[src/rtl/cam_io_pkg.sv]
// Shared types and helpers for the camera I/O conditioning blocks:
// trigger FSM state encoding, debounce counter width and a
// counter-width helper used to size internal counters.
package cam_io_pkg;

   typedef enum logic [1:0] {
      IDLE    = 2'd0,
      PULSE   = 2'd1,
      HOLDOFF = 2'd2
   } trig_state_t;

   localparam int DEB_CNT_W = 8;

   // Bits needed to hold the values 0..value-1 (at least 1 bit).
   function automatic int clog2(input int value);
      int w;
      w = 1;
      while ((1 << w) < value) begin
         w = w + 1;
      end
      return w;
   endfunction

endpackage

[src/rtl/debounce_ch.sv]
// One button channel: 2-FF synchroniser, tick-sampled stability counter,
// debounced level register and one-cycle rise/fall strobes that are
// asserted in the same cycle the level changes.
module debounce_ch
   import cam_io_pkg::*;
#(
   parameter int STABLE_CNT = 20,
   parameter bit RST_LEVEL  = 1'b0
) (
   input  logic clk,
   input  logic reset,
   input  logic tick,
   input  logic btn,
   output logic level,
   output logic rise,
   output logic fall
);

   localparam logic [DEB_CNT_W-1:0] CNT_LAST = DEB_CNT_W'(STABLE_CNT - 1);

   logic                 sync_d;
   logic                 sync_q;
   logic [DEB_CNT_W-1:0] cnt;

   // Synchronise the raw input, then on each tick count consecutive samples
   // that differ from the accepted level; any agreeing sample restarts.
   always_ff @(posedge clk) begin
      if (!reset) begin
         sync_d <= RST_LEVEL;
         sync_q <= RST_LEVEL;
         cnt    <= '0;
         level  <= RST_LEVEL;
         rise   <= 1'b0;
         fall   <= 1'b0;
      end else begin
         sync_d <= btn;
         sync_q <= sync_d;
         rise   <= 1'b0;
         fall   <= 1'b0;
         if (tick) begin
            if (sync_q == level) begin
               cnt <= '0;
            end else if (cnt == CNT_LAST) begin
               level <= ~level;
               cnt   <= '0;
               rise  <= ~level;
               fall  <= level;
            end else begin
               cnt <= cnt + 1'b1;
            end
         end
      end
   end

endmodule

[src/rtl/debounce_trig_ctrl.sv]
// N-channel button conditioner with camera trigger pulse generator.
// A free-running divider produces the debounce sample tick; each channel
// is conditioned by debounce_ch; a rising edge on TRIG_CH or a soft
// trigger fires a fixed-width trig_out pulse followed by a hold-off.
// Optional build macro TRIG_DROP_CNT_EN adds drop_cnt, a saturating count
// of trigger requests ignored while the generator is busy.
module debounce_trig_ctrl
   import cam_io_pkg::*;
#(
   parameter int CLK_HZ         = 24000000,
   parameter int TICK_HZ        = 1000,
   parameter int N_CH           = 2,
   parameter int STABLE_CNT     = 20,
   parameter bit RST_LEVEL      = 1'b0,
   parameter int TRIG_CH        = 0,
   parameter int TRIG_PULSE_CYC = 24,
   parameter int HOLDOFF_CYC    = 2400
) (
   input  logic            clk,
   input  logic            reset,
   input  logic [N_CH-1:0] btn_in,
   input  logic            sw_trig,
   output logic [N_CH-1:0] btn_level,
   output logic [N_CH-1:0] btn_rise,
   output logic [N_CH-1:0] btn_fall,
   output logic            trig_out,
   output logic            trig_busy
`ifdef TRIG_DROP_CNT_EN
   ,
   output logic [7:0]      drop_cnt
`endif
);

   localparam int TICK_DIV = CLK_HZ / TICK_HZ;
   localparam int TICK_W   = clog2(TICK_DIV);
   localparam logic [TICK_W-1:0] TICK_LAST = TICK_W'(TICK_DIV - 1);

   localparam int TMR_MAX = (TRIG_PULSE_CYC > HOLDOFF_CYC) ? TRIG_PULSE_CYC : HOLDOFF_CYC;
   localparam int TMR_W   = clog2(TMR_MAX);
   localparam logic [TMR_W-1:0] PULSE_LAST = TMR_W'(TRIG_PULSE_CYC - 1);
   localparam logic [TMR_W-1:0] HOLD_LAST  = TMR_W'((HOLDOFF_CYC > 0) ? (HOLDOFF_CYC - 1) : 0);

   logic [TICK_W-1:0] tick_cnt;
   logic              tick;
   logic              req;
   trig_state_t       state;
   logic [TMR_W-1:0]  timer;

   assign tick = (tick_cnt == TICK_LAST);
   assign req  = btn_rise[TRIG_CH] | sw_trig;

   // Shared sample-tick divider, wraps at TICK_DIV-1.
   always_ff @(posedge clk) begin
      if (!reset) begin
         tick_cnt <= '0;
      end else if (tick) begin
         tick_cnt <= '0;
      end else begin
         tick_cnt <= tick_cnt + 1'b1;
      end
   end

   for (genvar g = 0; g < N_CH; g++) begin : g_ch
      debounce_ch #(
         .STABLE_CNT (STABLE_CNT),
         .RST_LEVEL  (RST_LEVEL)
      ) u_ch (
         .clk   (clk),
         .reset (reset),
         .tick  (tick),
         .btn   (btn_in[g]),
         .level (btn_level[g]),
         .rise  (btn_rise[g]),
         .fall  (btn_fall[g])
      );
   end

   // Trigger FSM with registered outputs; requests while busy are dropped.
   always_ff @(posedge clk) begin
      if (!reset) begin
         state     <= IDLE;
         timer     <= '0;
         trig_out  <= 1'b0;
         trig_busy <= 1'b0;
`ifdef TRIG_DROP_CNT_EN
         drop_cnt  <= 8'd0;
`endif
      end else begin
         case (state)
            IDLE: begin
               if (req) begin
                  state     <= PULSE;
                  timer     <= '0;
                  trig_out  <= 1'b1;
                  trig_busy <= 1'b1;
               end
            end
            PULSE: begin
               if (timer == PULSE_LAST) begin
                  trig_out <= 1'b0;
                  timer    <= '0;
                  if (HOLDOFF_CYC == 0) begin
                     state     <= IDLE;
                     trig_busy <= 1'b0;
                  end else begin
                     state <= HOLDOFF;
                  end
               end else begin
                  timer <= timer + 1'b1;
               end
            end
            HOLDOFF: begin
               if (timer == HOLD_LAST) begin
                  state     <= IDLE;
                  timer     <= '0;
                  trig_busy <= 1'b0;
               end else begin
                  timer <= timer + 1'b1;
               end
            end
            default: begin
               state     <= IDLE;
               timer     <= '0;
               trig_out  <= 1'b0;
               trig_busy <= 1'b0;
            end
         endcase
`ifdef TRIG_DROP_CNT_EN
         if ((state != IDLE) && req && (drop_cnt != 8'hFF)) begin
            drop_cnt <= drop_cnt + 8'd1;
         end
`endif
      end
   end

endmodule

[config.mk]
export PLATFORM = sky130hd
export DESIGN_NAME = debounce_trig_ctrl
export DESIGN_NICKNAME = d
export VERILOG_FILES = /design/src/rtl/cam_io_pkg.sv /design/src/rtl/debounce_ch.sv /design/src/rtl/debounce_trig_ctrl.sv
export SDC_FILE = /design/constraint.sdc
export NUM_CORES = 1
export LEC_CHECK = 0
export ABC_AREA = 1
export BUFFER_PORTS_ARGS = -buffer_cell sky130_fd_sc_hd__buf_2
export CORE_MARGIN = 8
export CORE_UTILIZATION = 50
export CTS_CLUSTER_DIAMETER = 80
export DETAILED_ROUTE_END_ITERATION = 7
export MAX_ROUTING_LAYER = met4
export PLACE_DENSITY = 0.67
export SYNTH_ARGS = -nofsm -noshare
export SYNTH_HDL_FRONTEND = slang
export SYNTH_SLANG_ARGS = --single-unit
[constraint.sdc]
create_clock -name clk -period 3.95 [get_ports clk]
set_input_delay 0.5925 -clock clk [delete_from_list [all_inputs] [get_ports clk]]
set_output_delay 0.5925 -clock clk [all_outputs]
set_load 0.01 [all_outputs]
-- Word-level counts from Yosys, hierarchy flattened
Index checks and enable logic that the tools add are counted.
- add/subtract/negate cells: 4
- multiply operators: 0
- divide/modulo/power cells: 0
- magnitude comparators: 0
- equality and inequality tests: 12
- shift operators: 0
- muxes and demuxes: 17
- bitwise operators: 11
- reductions and logical operators: 9
- operators by type and width (operator ; count):
    two-way mux 12 bit ; 3
    case mux 12 bit (3 select lines) ; 1
    two-way mux 8 bit ; 4
    adder 8 x 1 -> 8 bit, second input constant ; 2
    == test 8 x 5 -> 1 bit, second input constant ; 2
    adder 15 x 1 -> 15 bit, second input constant ; 1
    == test 15 bit, second input constant ; 1
    AND reduction 3 bit ; 5
    adder 12 x 1 -> 12 bit, second input constant ; 1
    == test 12 bit, second input constant ; 1
    == test 12 x 5 -> 1 bit, second input constant ; 1
    inverter 1 bit ; 10
    OR reduction 4 bit ; 2
    two-way mux 2 bit ; 3
    inequality test 2 bit, second input constant ; 3
    case mux 1 bit (3 select lines) ; 2
    case mux 2 bit (3 select lines) ; 1
    two-way mux 1 bit ; 3
    == test 1 bit ; 2
    == test 2 x 1 -> 1 bit, second input constant ; 1
    == test 2 bit, second input constant ; 1
    logical NOT 2 bit ; 1
    OR reduction 2 bit ; 1
    bitwise OR 1 bit ; 1
- register bits: 57
- latch bits: 0
- RAM bits: 0
- memory bits (read-only): 0
- input port bits: 5
- output and inout port bits: 8
- logic and storage cells: 70
- memories: 0

-- Depth between registers and ports, before layout
Gate-level depths: netlist of run 1.
- depth in word-level cells: 3
- gate-level depth with buffers: 12

-- Hierarchy
A second synthesis of run 1 with hierarchy kept.
- cells, all modules: 444
- area, all modules: 3056.7 um2
- modules (own cells, without submodules) (module ; times used ; cells an instance ; area each (um2) ; sequential area each (um2)):
    debounce_trig_ctrl ; 1 ; 240 ; 1652.8 ; 620.6
    debounce_ch ; 2 ; 102 ; 701.9 ; 260.2

-- Worst setup path after synthesis of run 1
Ideal clock, no wire load.
- kind: register -> register
- start point: register timer[0]
- end point: register timer[7]
- setup time: 0.117 ns
- arrival time: 1.317 ns
- slack: 2.516 ns
- stages on the path, launching flop included: 11
- buffers on the path: 0
- clock period less this slack: 1.434 ns
- path through: dfxtp_1 ha_1 nand2_1 nor2_1 nand3_1 nand2_1 nand2_1 nand2_1 nand2_1 nand2_2 nor2_1
- longest elaborated chain between the ends: 3
- RTL lines (element ; line ; RTL):
    start: declaration ; debounce_trig_ctrl.sv:47 ; logic [TMR_W-1:0] timer;
    start signal: assignment ; debounce_trig_ctrl.sv:109 ; timer <= timer + 1'b1;
    start signal: assignment ; debounce_trig_ctrl.sv:118 ; timer <= timer + 1'b1;
    adder 12 x 1 -> 12 bit (tied with other cells) ; debounce_trig_ctrl.sv:109, debounce_trig_ctrl.sv:118 ;
    two-way mux 12 bit (on tied branches) ; debounce_trig_ctrl.sv:113, debounce_trig_ctrl.sv:99 ;
    case mux 12 bit (3 select lines) (*) ; debounce_trig_ctrl.sv:89 ; case (state)
Every way passes the cells marked *; elsewhere a longest branch is shown, timed or not.
A chain may end at the register's enable or synchronous reset.

-- Worst setup path after layout of run 1
- start point: register tick_cnt[0]
- end point: register g_ch[0].u_ch.cnt[0]
- longest elaborated chain between the ends: 1
- RTL lines (element ; line ; RTL):
    start: declaration ; debounce_trig_ctrl.sv:43 ; logic [TICK_W-1:0] tick_cnt;
    start signal: assignment ; debounce_trig_ctrl.sv:59 ; tick_cnt <= tick_cnt + 1'b1;
    == test 15 bit ; debounce_trig_ctrl.sv:49 ; assign tick = (tick_cnt == TICK_LAST);
    end signal: assignment ; debounce_ch.sv:49 ; cnt <= cnt + 1'b1;
    end: declaration ; debounce_ch.sv:23 ; logic [DEB_CNT_W-1:0] cnt;
No other way between the ends.

==> summary.md, run 1 <==
| Metric | Value |
|---|---|
| Status | `finished clean` |
| Worst hold start | `g_ch[0].u_ch.sync_d` |
| Die X | `91.9 um` |
| Routing usage on met2 | `0.220` |
| Core Util, Final | `0.568` |
| WL/cell | `10.8 um` |
| Min Hold Slack | `around 0.41 ns` |
| CTS buffer count | `9` |
| # DRC | `0` |
| Slowest stage delay, CP | `around 0.36 ns` |
| Vias in the first global route | `2377` |
| Hold Buf Count CTS | `0` |
| Yosys warns | `0` |
| Clock Skews | `a little under 0.005 ns` |
| Longest Clk Path Bufs | `2` |
| Worst Setup SP | `tick_cnt[0]` |
| Nets | `~450` |
| Rows | `27` |
| Clk_lat worst skew | `0.34 ns` |
| Total length of routed wires | `5560 um` |
| Initial antenna violation count | `0` |
| Vias | `approximately 2500` |
| Post-Synthesis Cells | `roughly 420` |
| # clock sinks | `57` |
| R2r setup slk | `2.06 ns` |
| #FFs+latches synth | `57` |
| GR Overflow Total | `0` |
| Commonest non-fill, non-tap cell in the layout | `nand2_1` |
| Seq/Total Area, Yosys | `0.396` |
| H-tree levels | `3` |
| CTS tree | `done` |
| Max FO, Critical Path | `15` |
| Met1 Usage GRT | `0.178` |
| Reg2Reg Launch Point | `tick_cnt[0]` |
| Hold Crit Depth | `2` |
| Commonest cells after routing, fill and taps aside | `nand2_1 (110), nor2_1 (66), dfxtp_1 (57)` |
| Ant. Diodes | `0` |
| Die area | `approximately 8400 sq um` |
| Peak supply drop | `roughly 0.00027 V` |
| Die H | `91.9 um` |
| Antenna-violating nets left | `0` |
| Pre-antenna DRT Iters | `5` |
| Gr busiest metal | `met2` |
| Power per standard cell area | `422 nW/um^2` |
| Logic pwr share | `0.144` |
| Max Cap Viol | `0` |
| Clock Root Buffer | `clkbuf_8` |
| Pin count of the biggest net entering global routing | `20` |
| Worst Path Required | `4.18 ns` |
| Final worst slack | `approximately 2.1 ns` |
| Most used cell, CP | `nand2_2` |
| Fin. max-slew vios | `0` |
| Setup TNS | `0 ns` |
| Max-slew headroom | `0.719` |
| Cell Chain, Critical Path | `ha_1 -> nand2_1 -> inv_1 -> nand2_2 -> nor2_2 -> nand2_2 -> nand2_2 -> nand2_1 -> inv_1 -> nor2_1` |
| Post-synth net total | `436` |
| Global-route wire length before repair | `roughly 10000 um` |
| Reg2reg end | `g_ch[0].u_ch.cnt[0]` |
| Hold WC Path Type | `flip-flop to flip-flop` |
| CTS clk-pin slew, worst paths | `~0.070 ns` |
| Hpwl dp | `4040 um` |
| GRT met3 Usage | `0.0350` |
| CP max stage cell | `dfxtp_1` |
| Fill count | `542` |
| Cell family with most CP delay | `simple AND/OR/NAND/NOR gates` |
| CP Data Arrival Time | `2.12 ns` |
| Avg Cell Area, Syn | `6.79 sq um` |
| DRT iter0 DRCs | `about 150` |
| DR vias/cell | `4.85` |
| Worst Setup Path Type | `flip-flop to flip-flop` |
| Count of input and output buffers | `12` |
| Cells on worst reg2reg path | `10` |
| Pwr Total | `1.33 mW` |
| Min-Delay Endpoint | `g_ch[0].u_ch.sync_q` |
| FMAX | `around 530 MHz` |
| CP endpoint kind | `flip-flop` |
| Post_cts resized | `0` |
| Net switching power | `~0.37 mW` |
| Sw Share | `0.282` |
| Synthesized area | `2880 sq um` |
| Internal power | `0.955 mW` |
| Layout area overhead | `9.30%` |
| Clock power share | `0.395` |
| Tcrit/Tclk final | `0.479` |
| Core Area | `5540 sq um` |
| # setup viols final | `0` |
| Worst-Margin Slew | `0.419 ns` |
| Setup bufs post-CTS | `0` |
| Final hold vios | `0` |
| RSZ-0062 raised after global routing | `no` |
| Placer Congestion | `0.852` |
| Initial core utilization | `0.520` |
| Setup crit start kind | `flip-flop` |
| Layout cells sized above 1 | `0.0998` |
| WP buf/inv | `2` |
| Total Routing Usage GR | `0.147` |
| Place WS | `approximately 2.1 ns` |
| Leakage | `1.37 nW` |
| Sequential share of power | `0.462` |
| Fin crit period | `1.89 ns` |
| IO Pins | `13` |
| Cell variety after synth | `29` |
-- layer usage --
| metal | wire, um | vias up |
|---|---|---|
| met5 | 0 | - |
| met1 | 2880 | 1102 |
| li1 | - | 1335 |
| met3 | 178 | 13 |
| met4 | 153 | 0 |
| met2 | 2350 | 37 |
-- cells in the mapped netlist --
| cell type | number | area, sq um |
|---|---|---|
| nor3_4 | 1 | 16.3 |
| buf_4 | 6 | 45.0 |
| o21ai_1 | 5 | 25.0 |
| nor2_2 | 3 | 18.8 |
| or2_0 | 1 | 6.26 |
| a21oi_1 | 16 | 80.1 |
| inv_2 | 4 | 15.0 |
| dfxtp_1 | 57 | 1140 |
| buf_6 | 1 | 11.3 |
| nand3_2 | 1 | 10.0 |
| nor3_1 | 7 | 35.0 |
| o21bai_1 | 1 | 7.51 |
| nand4_1 | 11 | 68.8 |
| xnor2_1 | 3 | 26.3 |
| nor3_2 | 2 | 20.0 |
| nor2_1 | 66 | 248 |
| clkinv_1 | 1 | 3.75 |
| and3_1 | 3 | 18.8 |
| buf_2 | 3 | 15.0 |
| nand2_1 | 110 | 413 |
| nand3_1 | 31 | 155 |
| o21ai_0 | 6 | 30.0 |
| clkinv_4 | 1 | 8.76 |
| nand2_2 | 5 | 31.3 |
| ha_1 | 7 | 87.6 |
| inv_1 | 56 | 210 |
| nand3b_1 | 2 | 15.0 |
| clkbuf_1 | 1 | 3.75 |
| xor2_1 | 13 | 114 |
-- power groups by stage --
| stage | logic, mW | clock network (mW) | registers, mW |
|---|---|---|---|
| finish | 0.191 | 0.525 | 0.614 |
| global route | 0.224 | 0.558 | 0.617 |
| CTS | 0.193 | 0.533 | 0.614 |
| detailed placement | 0.191 | 0 | 0.626 |
| global placement | 0.190 | 0 | 0.626 |
| floorplan | 0.150 | 0 | 0.627 |
-- worst max-delay path by stage --
| stage | endpoint | slack (ns) | cells after the start |
|---|---|---|---|
| after detailed placement | g_ch[0].u_ch.cnt[7] | 2.09 | 10 |
| final | g_ch[0].u_ch.cnt[0] | 2.06 | 10 |
| after CTS | g_ch[0].u_ch.cnt[0] | 2.06 | 10 |
| after floorplan | timer[7] | 2.52 | 10 |
| after global placement | tick_cnt[11] | 2.15 | 10 |
| after global routing | g_ch[0].u_ch.cnt[0] | 1.86 | 10 |
-- logic make-up after synthesis --
logic type | Yosys count | share of synthesized area
simple gates | 243 | 0.367
buf+inv | 73 | 0.109
flops | 57 | 0.396
compound gates | 28 | 0.0495
xor+xnor | 16 | 0.0487
fa+ha+maj | 7 | 0.0304
-- sequential cells by signal, summed over array words and instances (netlist names) --
register	flops
g_ch.u_ch.cnt	16
g_ch.u_ch.fall	2
g_ch.u_ch.level	2
g_ch.u_ch.rise	2
g_ch.u_ch.sync_d	2
g_ch.u_ch.sync_q	2
state	2
tick_cnt	15
timer	12
trig_busy	1
trig_out	1
-- per-stage QoR --
step	cells	area [sq um]
after floorplan	424	2880
after global placement	497	2960
after detailed placement	497	2960
after CTS	513	3150
after global routing	513	3150
final	513	3150
-- final cells by class --
class | count | area [sq um] | share of cell area
multi-input combinational | 294 | 1430 | 0.453
tap | 72 | 90.1 | 0.0286
sequential | 57 | 1140 | 0.362
clock buffer | 14 | 183 | 0.0580
clock inverter | 2 | 10.0 | 0.00318
timing repair buffer | 12 | 60.1 | 0.0191
inverter | 62 | 238 | 0.0755
-- worst register-to-register path, stage by stage, from the launching register on --
cell     delay (ns)
dfxtp_1        0.36
ha_1           0.19
nand2_1        0.07
inv_1          0.08
nand2_2        0.08
nor2_2         0.09
nand2_2        0.20
nand2_2        0.31
nand2_1        0.18
inv_1          0.16
nor2_1         0.06
Note: power is estimated with default switching activity, not from simulation.
==> run 2: changes to the inputs <==
--- a/config.mk
+++ b/config.mk
@@ -5,7 +5,7 @@
 export SDC_FILE = /design/constraint.sdc
 export NUM_CORES = 1
 export LEC_CHECK = 0
-export ABC_AREA = 1
+export ABC_AREA = 0
 export BUFFER_PORTS_ARGS = -buffer_cell sky130_fd_sc_hd__buf_2
 export CORE_MARGIN = 8
 export CORE_UTILIZATION = 50
==> constraint.sdc (replaced) <==
create_clock -name clk -period 2 [get_ports clk]
set_input_delay 0.3 -clock clk [delete_from_list [all_inputs] [get_ports clk]]
set_output_delay 0.3 -clock clk [all_outputs]
set_load 0.01 [all_outputs]
==> summary.md, run 2 <==
| Metric | Value |
|---|---|
| Status | `finished clean` |
| FMAX | `511 MHz` |
| Rows | `27` |
| Max Cap Viol | `0` |
| Count leader, synth | `dfxtp_1` |
| Ant. Diodes | `0` |
| Post-synth top cells | `dfxtp_1 (57), nor2_1 (37), nand2_1 (23)` |
| Met2 wire length | `2370 um` |
| Global-route wire length before repair | `9060 um` |
| Longest Clk Path Bufs | `2` |
| CTS tree | `done` |
| Pin count of the biggest net entering global routing | `19` |
| Core Area | `between 5000 and 6000 sq um` |
| Core Util, Final | `0.579` |
| Place WS | `0.0168 ns` |
| Clk_lat worst skew | `0.33 ns` |
| Nets | `343` |
| Cell variety after synth | `43` |
| Metal1 wirelength | `2700 um` |
| Worst Setup Path Type | `flip-flop to flip-flop` |
| Power per standard cell area | `834 nW/um^2` |
| # setup viols final | `0` |
| Total Routing Usage GR | `0.139` |
| Top Registers | `g_ch.u_ch.cnt (16), tick_cnt (15), timer (12)` |
| Die area | `8060 sq um` |
| Fin crit period | `1.96 ns` |
| Total length of routed wires | `5350 um` |
| Post-synth net total | `319` |
| Setup TNS | `0 ns` |
| Reg with most FFs | `g_ch.u_ch.cnt` |
| Min Hold Slack | `~0.17 ns` |
| CP endpoint kind | `flip-flop` |
| CP max stage cell | `or4b_4` |
| Seq/Total Area, Yosys | `0.419` |
| Top Metal Used | `met4` |
| Slowest stage delay, CP | `between 0.4 and 0.5 ns` |
| CTS buffer count | `9` |
| Pre-antenna DRT Iters | `4` |
| Worst Path Required | `2.22 ns` |
| DP Area | `2880 sq um` |
| Final instance area | `3110 sq um` |
| Hpwl dp | `3700 um` |
| #FFs+latches synth | `57` |
| WL/cell | `13.1 um` |
| Area of the multi-input gates | `1480 sq um` |
| Hold WC Path Type | `primary input to flip-flop` |
| Layout area overhead | `14.3%` |
| Post-synth EDFFs | `0` |
| Pwr Total | `approximately 2.6 mW` |
| Commonest cells after routing, fill and taps aside | `dfxtp_1 (55), nor2_1 (36), nand2_1 (22), nand3_1 (22), xor2_1 (17)` |
| Ys async rst share | `0` |
| Met3 WL post-DR | `151 um` |
| Max reg flops | `16` |
| Cell taking the most area after synthesis | `dfxtp_1` |
| Worst-Margin Slew | `~0.45 ns` |
| Peak supply drop | `0.000448 V` |
| Register area | `between 1000 and 1500 sq um` |
| Max-slew headroom | `0.695` |
| CP Data Arrival Time | `2.18 ns` |
| Post-Synthesis Cells | `307` |
| Final worst slack | `0.0418 ns` |
| CTS clk-pin slew, worst paths | `0.07 ns` |
| Clock Skews | `0.00857 ns` |
| Leakage | `about 1.2 nW` |
| Clock Root Buffer | `clkbuf_8` |
| # DRC | `0` |
| Ranking of synthesized cells by area | `dfxtp_1 (42%), xor2_1 (5.5%), nor2_1 (5.1%), nand3_1 (4.0%), a21boi_1 (3.3%)` |
| Initial antenna violation count | `0` |
| Post-Layout Cell Count | `408` |
| Initial core utilization | `0.507` |
| Post-synth top area share | `0.419` |
| Setup crit start kind | `flip-flop` |
| Count of input and output buffers | `12` |
| # clock sinks | `57` |
| Final hold vios | `0` |
| Tcrit/Tclk final | `0.979` |
| Dpl cells | `roughly 390` |
| DRT iter0 DRCs | `67` |
| Main synth FF type | `dfxtp_1` |
| Antenna-violating nets left | `0` |
| Synthesized area | `~2700 sq um` |
| GR Overflow Total | `0` |
| Fill count | `486` |
| RSZ-0062 raised after global routing | `yes` |
| IO Pins | `13` |
| Yosys warns | `0` |
| H-tree levels | `3` |
| Die X | `89.8 um` |
| Vias | `around 2200` |
| Max FO, Critical Path | `5` |
| DR vias/cell | `5.33` |
| Die H | `roughly 90 um` |
| Avg Cell Area, Syn | `8.86 sq um` |
| Placer Congestion | `0.819` |
| Fin. max-slew vios | `0` |
| Commonest non-fill, non-tap cell in the layout | `dfxtp_1` |
| Cell Chain, Critical Path | `ha_4 -> or4b_4 -> o41ai_4 -> buf_4 -> nor2_2 -> o21ai_1 -> a21boi_1` |
| Vias in the first global route | `2015` |
| Layout cells sized above 1 | `0.170` |
run 2: worst paths after layout:
kind / from / end / slack, ns / depth (start not counted)
setup reg to reg: g_ch[1].u_ch.cnt[1] / g_ch[1].u_ch.cnt[3] / 0.04 / 7
hold / removal: btn_in[1] / g_ch[1].u_ch.sync_d / 0.17 / 2
hold reg to reg: g_ch[0].u_ch.sync_d / g_ch[0].u_ch.sync_q / 0.45 / 1
setup / recovery: g_ch[1].u_ch.cnt[1] / g_ch[1].u_ch.cnt[3] / 0.04 / 7
run 2: worst max-delay path, delay by kind of cell (launching register included):
| kind | cells | cell delay, ns |
|---|---|---|
| adders and majority gates | 1 | 0.14 |
| buffers and inverters | 1 | 0.21 |
| DFF | 1 | 0.37 |
| AOI/OAI and AO/OA | 3 | 0.60 |
| and+or+nand+nor | 2 | 0.52 |
run 2: kinds of logic (layout without fill, tap and decap cells):
logic type      count (synthesis)  in the layout  synth area share
compound gates                 46             46             0.126
xor+xnor                       24             24            0.0772
fa+ha+maj                       7              7            0.0322
buf+inv                        23             52            0.0437
flops                          57             57             0.419
mux                             1              1           0.00368
simple gates                  149            149             0.298
run 2: area by class of cell:
| cell class | instances | share of cell area |
|---|---|---|
| multi-input combinational | 227 | 0.476 |
| sequential | 57 | 0.369 |
| timing repair buffer | 29 | 0.0595 |
| clock buffer | 11 | 0.0487 |
| tap | 72 | 0.0290 |
| clock inverter | 5 | 0.00965 |
| inverter | 7 | 0.00844 |
run 2: what timing repair did:
item                                    in CTS  in global routing
hold buffers                                 0                  0
gates resized for setup                      0                  9
buffers inserted                             0                  3
endpoints found under the setup margin       0                 21
run 2: where the power goes:
group	switching (mW)	total (mW)	internal [mW]
Clock	0.467	0.977	0.510
Combinational	0.230	0.405	0.175
Sequential	0.0344	1.21	1.18
Total	0.731	2.60	1.86
run 2: metal layers:
layer  vias up  GRT usage
li1       1128          -
met1      1006      0.162
met5         -          -
met3        10     0.0357
met4         0     0.0860
met2        29      0.210
